==> config.mk <==
export PLATFORM = sky130hd
export DESIGN_NAME = memory_stage
export DESIGN_NICKNAME = d
export VERILOG_FILES = /design/src/rtl/memory_stage_pkg.sv /design/src/rtl/mem_sp_unit.sv /design/src/rtl/memory_stage.sv
export SDC_FILE = /design/constraint.sdc
export NUM_CORES = 1
export LEC_CHECK = 0
export BUFFER_PORTS_ARGS = -buffer_cell sky130_fd_sc_hd__buf_4
export CAP_MARGIN = 5
export CORE_MARGIN = 1.5
export CORE_UTILIZATION = 51
export CTS_CLUSTER_DIAMETER = 60
export CTS_CLUSTER_SIZE = 30
export DETAILED_ROUTE_END_ITERATION = 10
export MAX_ROUTING_LAYER = met4
export PLACE_DENSITY = 0.78
export SLEW_MARGIN = 10
export SYNTH_ARGS = -nofsm -noshare
export SYNTH_HDL_FRONTEND = slang
export SYNTH_HIERARCHICAL = 1
export SYNTH_SLANG_ARGS = --single-unit
export TNS_END_PERCENT = 50
==> constraint.sdc <==
create_clock -name CLK -period 7 [get_ports CLK]
set_clock_uncertainty 0.15 [all_clocks]
set_input_delay 0.35 -clock CLK [delete_from_list [all_inputs] [get_ports CLK]]
set_output_delay 0.35 -clock CLK [all_outputs]
set_load 0.1 [all_outputs]
==> src/rtl/memory_stage_pkg.sv <==
// Shared definitions for the memory stage: operation encodings, EX/MEM and
// MEM/WB bundle field offsets, FSM states and the MEM/WB packing helper.
package memory_stage_pkg;

  localparam int WORD_W = 16;
  localparam int EXM_W  = 76;
  localparam int MW_W   = 38;

  // MEM op encodings (2'b11 behaves as no access)
  localparam logic [1:0] MEM_NONE  = 2'b00;
  localparam logic [1:0] MEM_READ  = 2'b01;
  localparam logic [1:0] MEM_WRITE = 2'b10;
  localparam logic [1:0] MEM_RSVD  = 2'b11;

  // SP op encodings (2'b11 behaves as no stack operation)
  localparam logic [1:0] SP_NONE = 2'b00;
  localparam logic [1:0] SP_PUSH = 2'b01;
  localparam logic [1:0] SP_POP  = 2'b10;

  // EX/MEM field offsets
  localparam int EXM_RSRC_LSB  = 28;
  localparam int EXM_ALU_LSB   = 12;
  localparam int EXM_RDST_LSB  = 6;
  localparam int EXM_MEMOP_LSB = 4;
  localparam int EXM_SPOP_LSB  = 2;
  localparam int EXM_WB_BIT    = 1;
  localparam int EXM_LDD_BIT   = 0;

  // MEM/WB field offsets
  localparam int MW_VALID_BIT = 37;
  localparam int MW_RDATA_LSB = 21;
  localparam int MW_ALU_LSB   = 5;
  localparam int MW_RDST_LSB  = 2;
  localparam int MW_WB_BIT    = 1;
  localparam int MW_LDD_BIT   = 0;

  typedef enum logic {
    ST_IDLE   = 1'b0,
    ST_ACCESS = 1'b1
  } state_t;

  // Fields of an accepted memory instruction kept for its completion
  typedef struct packed {
    logic [WORD_W-1:0] alu;
    logic [2:0]        rdst;
    logic [1:0]        sp_op;
    logic              wb;
    logic              ldd;
  } work_t;

  function automatic logic [MW_W-1:0] pack_mw(
    input logic              valid,
    input logic [WORD_W-1:0] rdata,
    input logic [WORD_W-1:0] alu,
    input logic [2:0]        rdst,
    input logic              wb,
    input logic              ldd
  );
    logic [MW_W-1:0] r;
    r                          = '0;
    r[MW_VALID_BIT]            = valid;
    r[MW_RDATA_LSB +: WORD_W]  = rdata;
    r[MW_ALU_LSB +: WORD_W]    = alu;
    r[MW_RDST_LSB +: 3]        = rdst;
    r[MW_WB_BIT]               = wb;
    r[MW_LDD_BIT]              = ldd;
    return r;
  endfunction

endpackage

==> src/rtl/mem_sp_unit.sv <==
// Stack-pointer unit: holds SP, selects the access address for push/pop
// (push uses SP, pop uses SP+1, anything else uses the ALU result) and
// applies the SP update when a stack transaction commits.
module mem_sp_unit
  import memory_stage_pkg::*;
#(
  parameter int              ADDR_W   = 16,
  parameter logic [ADDR_W-1:0] SP_RESET = 16'hFFFF
) (
  input  logic              clk,
  input  logic              rst,
  input  logic [1:0]        addr_sp_op,
  input  logic [ADDR_W-1:0] alu_addr,
  output logic [ADDR_W-1:0] addr,
  input  logic              commit,
  input  logic [1:0]        commit_sp_op,
  output logic [ADDR_W-1:0] sp
);

  // Address select for the instruction being accepted; wraps modulo 2^ADDR_W
  always_comb begin
    addr = alu_addr;
    case (addr_sp_op)
      SP_NONE: addr = alu_addr;
      SP_PUSH: addr = sp;
      SP_POP:  addr = sp + ADDR_W'(1);
      default: addr = alu_addr;
    endcase
  end

  // SP moves only when a stack transaction completes
  always_ff @(posedge clk) begin
    if (rst) begin
      sp <= SP_RESET;
    end else if (commit) begin
      if (commit_sp_op == SP_PUSH) begin
        sp <= sp - ADDR_W'(1);
      end else if (commit_sp_op == SP_POP) begin
        sp <= sp + ADDR_W'(1);
      end
    end
  end

endmodule

==> src/rtl/memory_stage.sv <==
// Memory pipeline stage: passes non-memory instructions to MEM/WB with one
// cycle of latency, and runs one req/ready data-memory transaction per
// load/store/push/pop while stalling upstream. A transaction that waits
// WAIT_LIMIT cycles is aborted and flagged with a sticky mem_err.
module memory_stage
  import memory_stage_pkg::*;
#(
  parameter int                ADDR_W     = 16,
  parameter logic [ADDR_W-1:0] SP_RESET   = 16'hFFFF,
  parameter int                WAIT_LIMIT = 255
) (
  input  logic              CLK,
  input  logic              Reset,
  input  logic [EXM_W-1:0]  In,
  input  logic              In_valid,
  output logic              Stall,
  output logic              mem_req,
  output logic              mem_we,
  output logic [ADDR_W-1:0] mem_addr,
  output logic [WORD_W-1:0] mem_wdata,
  input  logic [WORD_W-1:0] mem_rdata,
  input  logic              mem_ready,
  output logic [MW_W-1:0]   Out,
  output logic              mem_err
);

  localparam int               CNT_W    = $clog2(WAIT_LIMIT + 1);
  localparam logic [CNT_W-1:0] CNT_LAST = CNT_W'(WAIT_LIMIT - 1);

  logic [WORD_W-1:0] in_rsrc;
  logic [WORD_W-1:0] in_alu;
  logic [2:0]        in_rdst;
  logic [1:0]        in_mem_op;
  logic [1:0]        in_sp_op;
  logic              in_wb;
  logic              in_ldd;
  logic              in_is_mem;
  logic              unused_in;

  state_t            state;
  work_t             ex_p1;
  logic [CNT_W-1:0]  wait_cnt;
  logic [MW_W-1:0]   mw_p2;
  logic [ADDR_W-1:0] acc_addr;
  logic [ADDR_W-1:0] sp;
  logic              commit;

  assign in_rsrc   = In[EXM_RSRC_LSB +: WORD_W];
  assign in_alu    = In[EXM_ALU_LSB +: WORD_W];
  assign in_rdst   = In[EXM_RDST_LSB +: 3];
  assign in_mem_op = In[EXM_MEMOP_LSB +: 2];
  assign in_sp_op  = In[EXM_SPOP_LSB +: 2];
  assign in_wb     = In[EXM_WB_BIT];
  assign in_ldd    = In[EXM_LDD_BIT];
  // Upper bundle bits and the Rsrc register address are not needed here
  assign unused_in = ^{In[EXM_W-1:EXM_RSRC_LSB+WORD_W], In[EXM_RDST_LSB+5:EXM_RDST_LSB+3]};

  assign in_is_mem = In_valid && !(in_mem_op == MEM_NONE || in_mem_op == MEM_RSVD);
  assign commit    = (state == ST_ACCESS) && mem_ready;
  assign Out       = mw_p2;

  mem_sp_unit #(
    .ADDR_W   (ADDR_W),
    .SP_RESET (SP_RESET)
  ) u_sp (
    .clk          (CLK),
    .rst          (Reset),
    .addr_sp_op   (in_sp_op),
    .alu_addr     (ADDR_W'(in_alu)),
    .addr         (acc_addr),
    .commit       (commit),
    .commit_sp_op (ex_p1.sp_op),
    .sp           (sp)
  );

  // Stage FSM: accept in IDLE, hold the request stable through ACCESS, retire to MEM/WB
  always_ff @(posedge CLK) begin
    if (Reset) begin
      state    <= ST_IDLE;
      Stall    <= 1'b0;
      mem_req  <= 1'b0;
      mem_we   <= 1'b0;
      mem_err  <= 1'b0;
      wait_cnt <= '0;
      mw_p2    <= '0;
    end else begin
      case (state)
        ST_IDLE: begin
          if (in_is_mem) begin
            state         <= ST_ACCESS;
            Stall         <= 1'b1;
            mem_req       <= 1'b1;
            mem_we        <= (in_mem_op == MEM_WRITE);
            mem_addr      <= acc_addr;
            mem_wdata     <= in_rsrc;
            ex_p1.alu     <= in_alu;
            ex_p1.rdst    <= in_rdst;
            ex_p1.sp_op   <= in_sp_op;
            ex_p1.wb      <= in_wb;
            ex_p1.ldd     <= in_ldd;
            wait_cnt      <= '0;
            mw_p2         <= '0;
          end else begin
            mw_p2 <= pack_mw(In_valid, '0, in_alu, in_rdst, in_wb, in_ldd);
          end
        end
        ST_ACCESS: begin
          if (mem_ready) begin
            state   <= ST_IDLE;
            Stall   <= 1'b0;
            mem_req <= 1'b0;
            mw_p2   <= pack_mw(1'b1, mem_we ? '0 : mem_rdata, ex_p1.alu,
                               ex_p1.rdst, ex_p1.wb, ex_p1.ldd);
          end else if (wait_cnt == CNT_LAST) begin
            // Timed out: retire as a harmless bubble-with-valid and flag the error
            state   <= ST_IDLE;
            Stall   <= 1'b0;
            mem_req <= 1'b0;
            mem_err <= 1'b1;
            mw_p2   <= pack_mw(1'b1, '0, ex_p1.alu, ex_p1.rdst, 1'b0, ex_p1.ldd);
          end else begin
            wait_cnt <= wait_cnt + CNT_W'(1);
            mw_p2    <= '0;
          end
        end
        default: state <= ST_IDLE;
      endcase
    end
  end

endmodule

# Word-level counts from Yosys, hierarchy flattened
# Cells that the tools add are included.
[totals]
ff_bits = 121
inputBits = 96
wordCells = 63
[classes]
addsub = 3
n_eq_ne = 11
n_mux = 20
bitwise_logic = 3
reduce_logical = 12
[ops]
columns = ["cell", "count"]
rows = [
  ["$mux 38", 3],
  ["$pmux 38 s2", 1],
  ["$mux 16", 3],
  ["$pmux 16 s2", 1],
  ["$mux 8", 3],
  ["$add 16x1->16 const B", 1],
  ["$pmux 8 s2", 1],
  ["$sub 16x1->16 const B", 1],
  ["$reduce_and 3->1", 3],
  ["$add 8x1->8 const B", 1],
  ["$eq 2x2->1 const B", 4],
  ["$eq 8x8->1 const B", 1],
  ["$mux 1", 6],
  ["$ne 2x2->1 const B", 3],
  ["$reduce_and 2->1", 3],
  ["$eq 2x1->1 const B", 2],
  ["$pmux 1 s2", 2],
  ["$ne 3x2->1 const B", 1],
  ["$not 1->1", 3],
  ["$logic_and 1x1->1", 2],
  ["$logic_not 2->1", 1],
  ["$reduce_bool 2->1", 1],
  ["$logic_not 1->1", 1],
  ["$logic_or 1x1->1", 1],
]

# Logic depth before layout (Yosys ltp)
[depth]
depth_word = 6
mapped_depth = 7
depth_no_buf = 6

# Hierarchy
# Netlist, hierarchy kept.
[modules_own_cells]
columns = ["module", "instances", "cells_each", "area_each_um2"]
rows = [
  ["memory_stage", 1, 221, 3445.8],
  ["mem_sp_unit", 1, 249, 1750.4],
]

# Least setup slack after synthesis
# Ideal clock, no wire load.
[synth_timing]
path_type = "input to register"
from = "in In[4]"
to = "reg ex_p1[0] in the netlist's numbering (enable)"
arrival_time_ns = 4.613
path_slack_ns = 1.701
cell_stages = 4
path_buffers = 0
path_cell_list = "inv_1 ha_1 nand2b_1 nor3_1"
[synth_between]
elab_chain_cells = 5
word_cells_on_any_way = 6
classes_between = "1 x eq/ne; 5 x reduce/logical"
[synth_lines]
columns = ["element", "line_no", "text"]
rows = [
  ["from (decl)", "memory_stage.sv:14", "input logic [EXM_W-1:0] In,"],
  ["$eq 2x2->1 / $logic_not 2->1 (equally long branches)", "memory_stage.sv:58", "assign in_is_mem = In_valid && !(in_mem_op == MEM_NONE || in_mem_op == MEM_RSVD);"],
  ["$logic_or 1x1->1 *", "memory_stage.sv:58", ""],
  ["$logic_not 1->1 *", "memory_stage.sv:58", ""],
  ["$logic_and 1x1->1 *", "memory_stage.sv:58", ""],
  ["$reduce_and 3->1 (no line) *", "-", ""],
  ["to (decl)", "memory_stage.sv:41", "work_t ex_p1;"],
]
# Every way passes the cells marked *; elsewhere a longest branch is shown, timed or not.
# A chain may end at the register's enable or synchronous reset.

# Worst setup path after layout
[layout_timing]
from = "reg state"
to = "reg u_sp.sp[11]"
[layout_between]
elab_chain_cells = 2
[layout_lines]
columns = ["element", "line_no", "text"]
rows = [
  ["from (decl)", "memory_stage.sv:40", "state_t state;"],
  ["from (signal assigned)", "memory_stage.sv:79", "state <= ST_IDLE;"],
  ["from (signal assigned)", "memory_stage.sv:90", "state <= ST_ACCESS;"],
  ["from (signal assigned)", "memory_stage.sv:109", "state <= ST_IDLE;"],
  ["$logic_and 1x1->1", "memory_stage.sv:59", "assign commit = (state == ST_ACCESS) && mem_ready;"],
  ["$reduce_and 2->1 (no line)", "-", ""],
  ["to (signal assigned)", "mem_sp_unit.sv:37", "sp <= sp - ADDR_W'(1);"],
  ["to (signal assigned)", "mem_sp_unit.sv:39", "sp <= sp + ADDR_W'(1);"],
  ["to (decl)", "mem_sp_unit.sv:17", "output logic [ADDR_W-1:0] sp"],
]
# Every way passes these cells.

==> results.md <==
- Outcome: complete, no violations
- Syn avg cell area: approximately 11 um^2
- Crit path time final: between 2 and 3 ns
- H-Tree Depth: 4
- Detailed Place HPWL: 7.98 mm
- PwrDens: between 200 and 300 nW/um^2
- Main synth FF type: dfxtp_1
- Top cells by area, synth: edfxtp_1 (32%), dfxtp_1 (25%), a22o_1 (3.4%), a21oi_1 (3.0%), and2_1 (2.3%)
- Clk slew on worst S/H paths: roughly 0.060 ns
- Synthesized instance count: 470
- Final setup fails: 0
- Fin crit share: 0.378
- Max clock buf depth: 2
- Final Cell Area: roughly 7400 um^2
- CTS resizes: 0
- Hold Crit Class: in -> reg
- Initial drt markers: between 400 and 500
- CTS Buf Count: 17
- CP required: 7.30 ns
- Post-Syn Area: about 5200 um^2
- Synth-to-Final Area Change: 42.9%
- Max Slew Vio Count: 0
- Max-cap violations: 0
- Global-route wire length before repair: between 20 and 25 mm
- Later-pin clock latency in the skew report: around 0.52 ns
- # clock sinks: roughly 120
- Ys async rst share: 0
- Final core occ: 0.756
- DRC Markers: 0
- Num rows: 36
- Number of synthesis warnings: 6
- IO Pins: between 150 and 200
- Vias: ~4500
- Length in cells of the worst reg-to-reg path: 5
- Vias in the first global route: around 4400
- DRT Pass-1 Iters: 5
- Critical R2R Launch: state
- Diodes inserted: 0
- Die height: between 100 and 150 um
- Nets@finish: approximately 750
- Die area: 10800 um^2
- Final WL: ~15 mm
- Gr ovfl total: 0
- Fmax achieved: around 380 MHz
- R2R setup slack: around 4.4 ns
- Synth Register Bits: approximately 120
- R2r endpoint: u_sp/sp[11]
- Critical path type: reg -> reg
- Count of distinct cell types in the synthesized netlist: 68
- EDFF count, synth: between 50 and 60
- Sequential-to-total area share from yosys stat: 0.572
- Setup crit start kind: register
- Post-synth top area share: 0.318
- Clk root buf: clkbuf_8
- Worst hold path cell count: 4
- Peak supply drop: between 100 and 150 uV
- Synth area leader: edfxtp_1
- Die Wd: about 100 um
- Lkg Pwr: between 0.003 and 0.004 uW
- Max transition margin: 0.349
- Syn_nets: 574
- Critical path peak fanout: 12
- Share of cells above drive strength 1: 0.295
- Fin Setup TNS: 0 ns
- GP Congestion: around 0.9
- Initial antenna violation count: 0
- Hold endpoint: mem_we
- Core area: 9820 um^2
- WL per Instance: between 15 and 20 um
- Overall routing resource usage: 0.296
- Setup slack after layout: ~4.4 ns
- Cell Area, Placed: 6260 um^2
- DP Worst Slack: 4.37 ns
- Crit path DAT: roughly 3.0 ns
- Final hold vios: 0
- CTS tree: yes
- Element type at the critical path end: register
- Starting density of the core: 0.529
- Vias/cell: approximately 5.7
- Input/output buffers: 134
- RSZ-0062 raised after global routing: false
- Slew of the pin with the lowest slew margin: 0.977 ns
- # fillers: approximately 560
- Hold path start: In[5]
- Detail Route Antenna Nets: 0
- Largest net degree at the start of global routing: 56
==> report_power, final <==
group / switching (uW) / leakage (uW) / internal (uW) / total [uW]
logic: 252 / 0.00178 / 117 / 369
registers: 20.0 / 0.00104 / 773 / 793
clock network: 325 / 0.000301 / 546 / 872
==> placed cells by master, fill, tap and decap left out, types with 3 or more instances in the layout <==
cell,instances
buf_4,138
dfxtp_1,66
dlygate4sd3_1,56
edfxtp_1,55
a21oi_1,31
nor2_1,26
nand2_1,26
a22o_1,20
and2_1,19
clkbuf_16,19
nor2b_1,16
o21ai_0,16
inv_1,15
nand3_1,15
nand2b_1,11
mux2i_1,11
ha_1,8
nor4_1,7
or3_1,7
nand4_1,5
nor3_2,4
o41ai_1,4
nor3_1,4
clkinv_4,4
o21bai_1,4
xnor2_1,4
or4_1,3
nand4b_1,3
and4_1,3
mux2_2,3
a21o_1,3
==> Yosys cell counts (all sizes together) (3+ instances only) <==
| cell | instances |
|---|---|
| dfxtp | 66 |
| nor2b | 16 |
| nand3 | 15 |
| and4 | 4 |
| buf | 11 |
| nand2b | 11 |
| a21o | 3 |
| edfxtp | 55 |
| clkbuf | 23 |
| o21ai | 16 |
| o41ai | 4 |
| xnor2 | 4 |
| mux2i | 11 |
| nor4 | 7 |
| ha | 8 |
| or3b | 3 |
| or4 | 5 |
| nor3 | 8 |
| nand4 | 5 |
| inv | 16 |
| and2 | 20 |
| a21oi | 32 |
| nand2 | 26 |
| mux2 | 3 |
| nor2 | 27 |
| nand4b | 3 |
| o21bai | 4 |
| a22o | 20 |
| or3 | 7 |
| and3 | 4 |
==> area by class of cell <==
type | instances | area, um^2 | area share
inverter | 17 | 63.8 | 0.00860
tap | 133 | 166 | 0.0224
multi-input combinational | 298 | 2020 | 0.272
sequential | 121 | 2970 | 0.400
clock inverter | 11 | 104 | 0.0140
timing repair buffer | 194 | 1600 | 0.215
clock buffer | 21 | 503 | 0.0678
==> worst max-delay path, stage by stage, from the launching register on <==
cell	delay, ns
dfxtp_1	0.61
and2_1	0.43
or3b_2	0.49
or4_4	0.47
o32ai_2	0.24
mux2i_1	0.20
==> cell families (layout without fill, tap and decap cells) <==
kind of cell | count (synthesis) | count (layout) | synth area share
fa+ha+maj | 8 | 8 | 0.0193
flops | 121 | 121 | 0.572
xor+xnor | 4 | 4 | 0.00674
compound gates | 104 | 104 | 0.144
mux | 14 | 14 | 0.0277
buf+inv | 51 | 243 | 0.0417
simple gates | 168 | 168 | 0.189
==> worst max path at each step <==
| stage | slack [ns] | start | endpoint |
|---|---|---|---|
| 5_1_grt | 4.19 | state | u_sp/sp[11] |
| 2_1_floorplan | 1.70 | In[4] | ex_p1[0] |
| 6_report | 4.35 | state | u_sp/sp[11] |
| 3_5_place_dp | 4.37 | state | u_sp/sp[11] |
| 3_3_place_gp | 4.43 | state | u_sp/sp[11] |
| 4_1_cts | 4.36 | state | u_sp/sp[11] |
==> through the flow <==
stage	hold WS [ns]	total power [uW]	instances
CTS	0.0622	2010	795
floorplan	0.286	1050	470
finish	0.0720	2030	795
global placement	0.290	1130	707
global route	0.0768	2090	795
detailed placement	0.290	1130	707
==> flip-flops by register name, summed over array words and instances, names as in the netlist <==
register and flops:
mem_err 1, mem_we 1, mem_req 1, u_sp/sp 16, state 1, ex_p1 23, mem_addr 16, mem_wdata 16
wait_cnt 8, Out 38
==> repair_timing <==
item	4_1_cts	5_1_grt
buffers inserted	0	0
hold buffers	56	0
endpoints found under the hold margin	80	0
setup endpoints to repair	0	0
==> routing by layer <==
metal / vias to the layer above / routed length [um] / part of all wire / track usage
met5: - / 0 / 0 / -
met4: 0 / 174 / 0.012 / 0.0933
met3: 16 / 1110 / 0.074 / 0.0815
met2: 236 / 7630 / 0.51 / 0.491
met1: 2190 / 6110 / 0.41 / 0.351
li1: 2087 / - / - / -
Power figures use the tool's default switching activity.
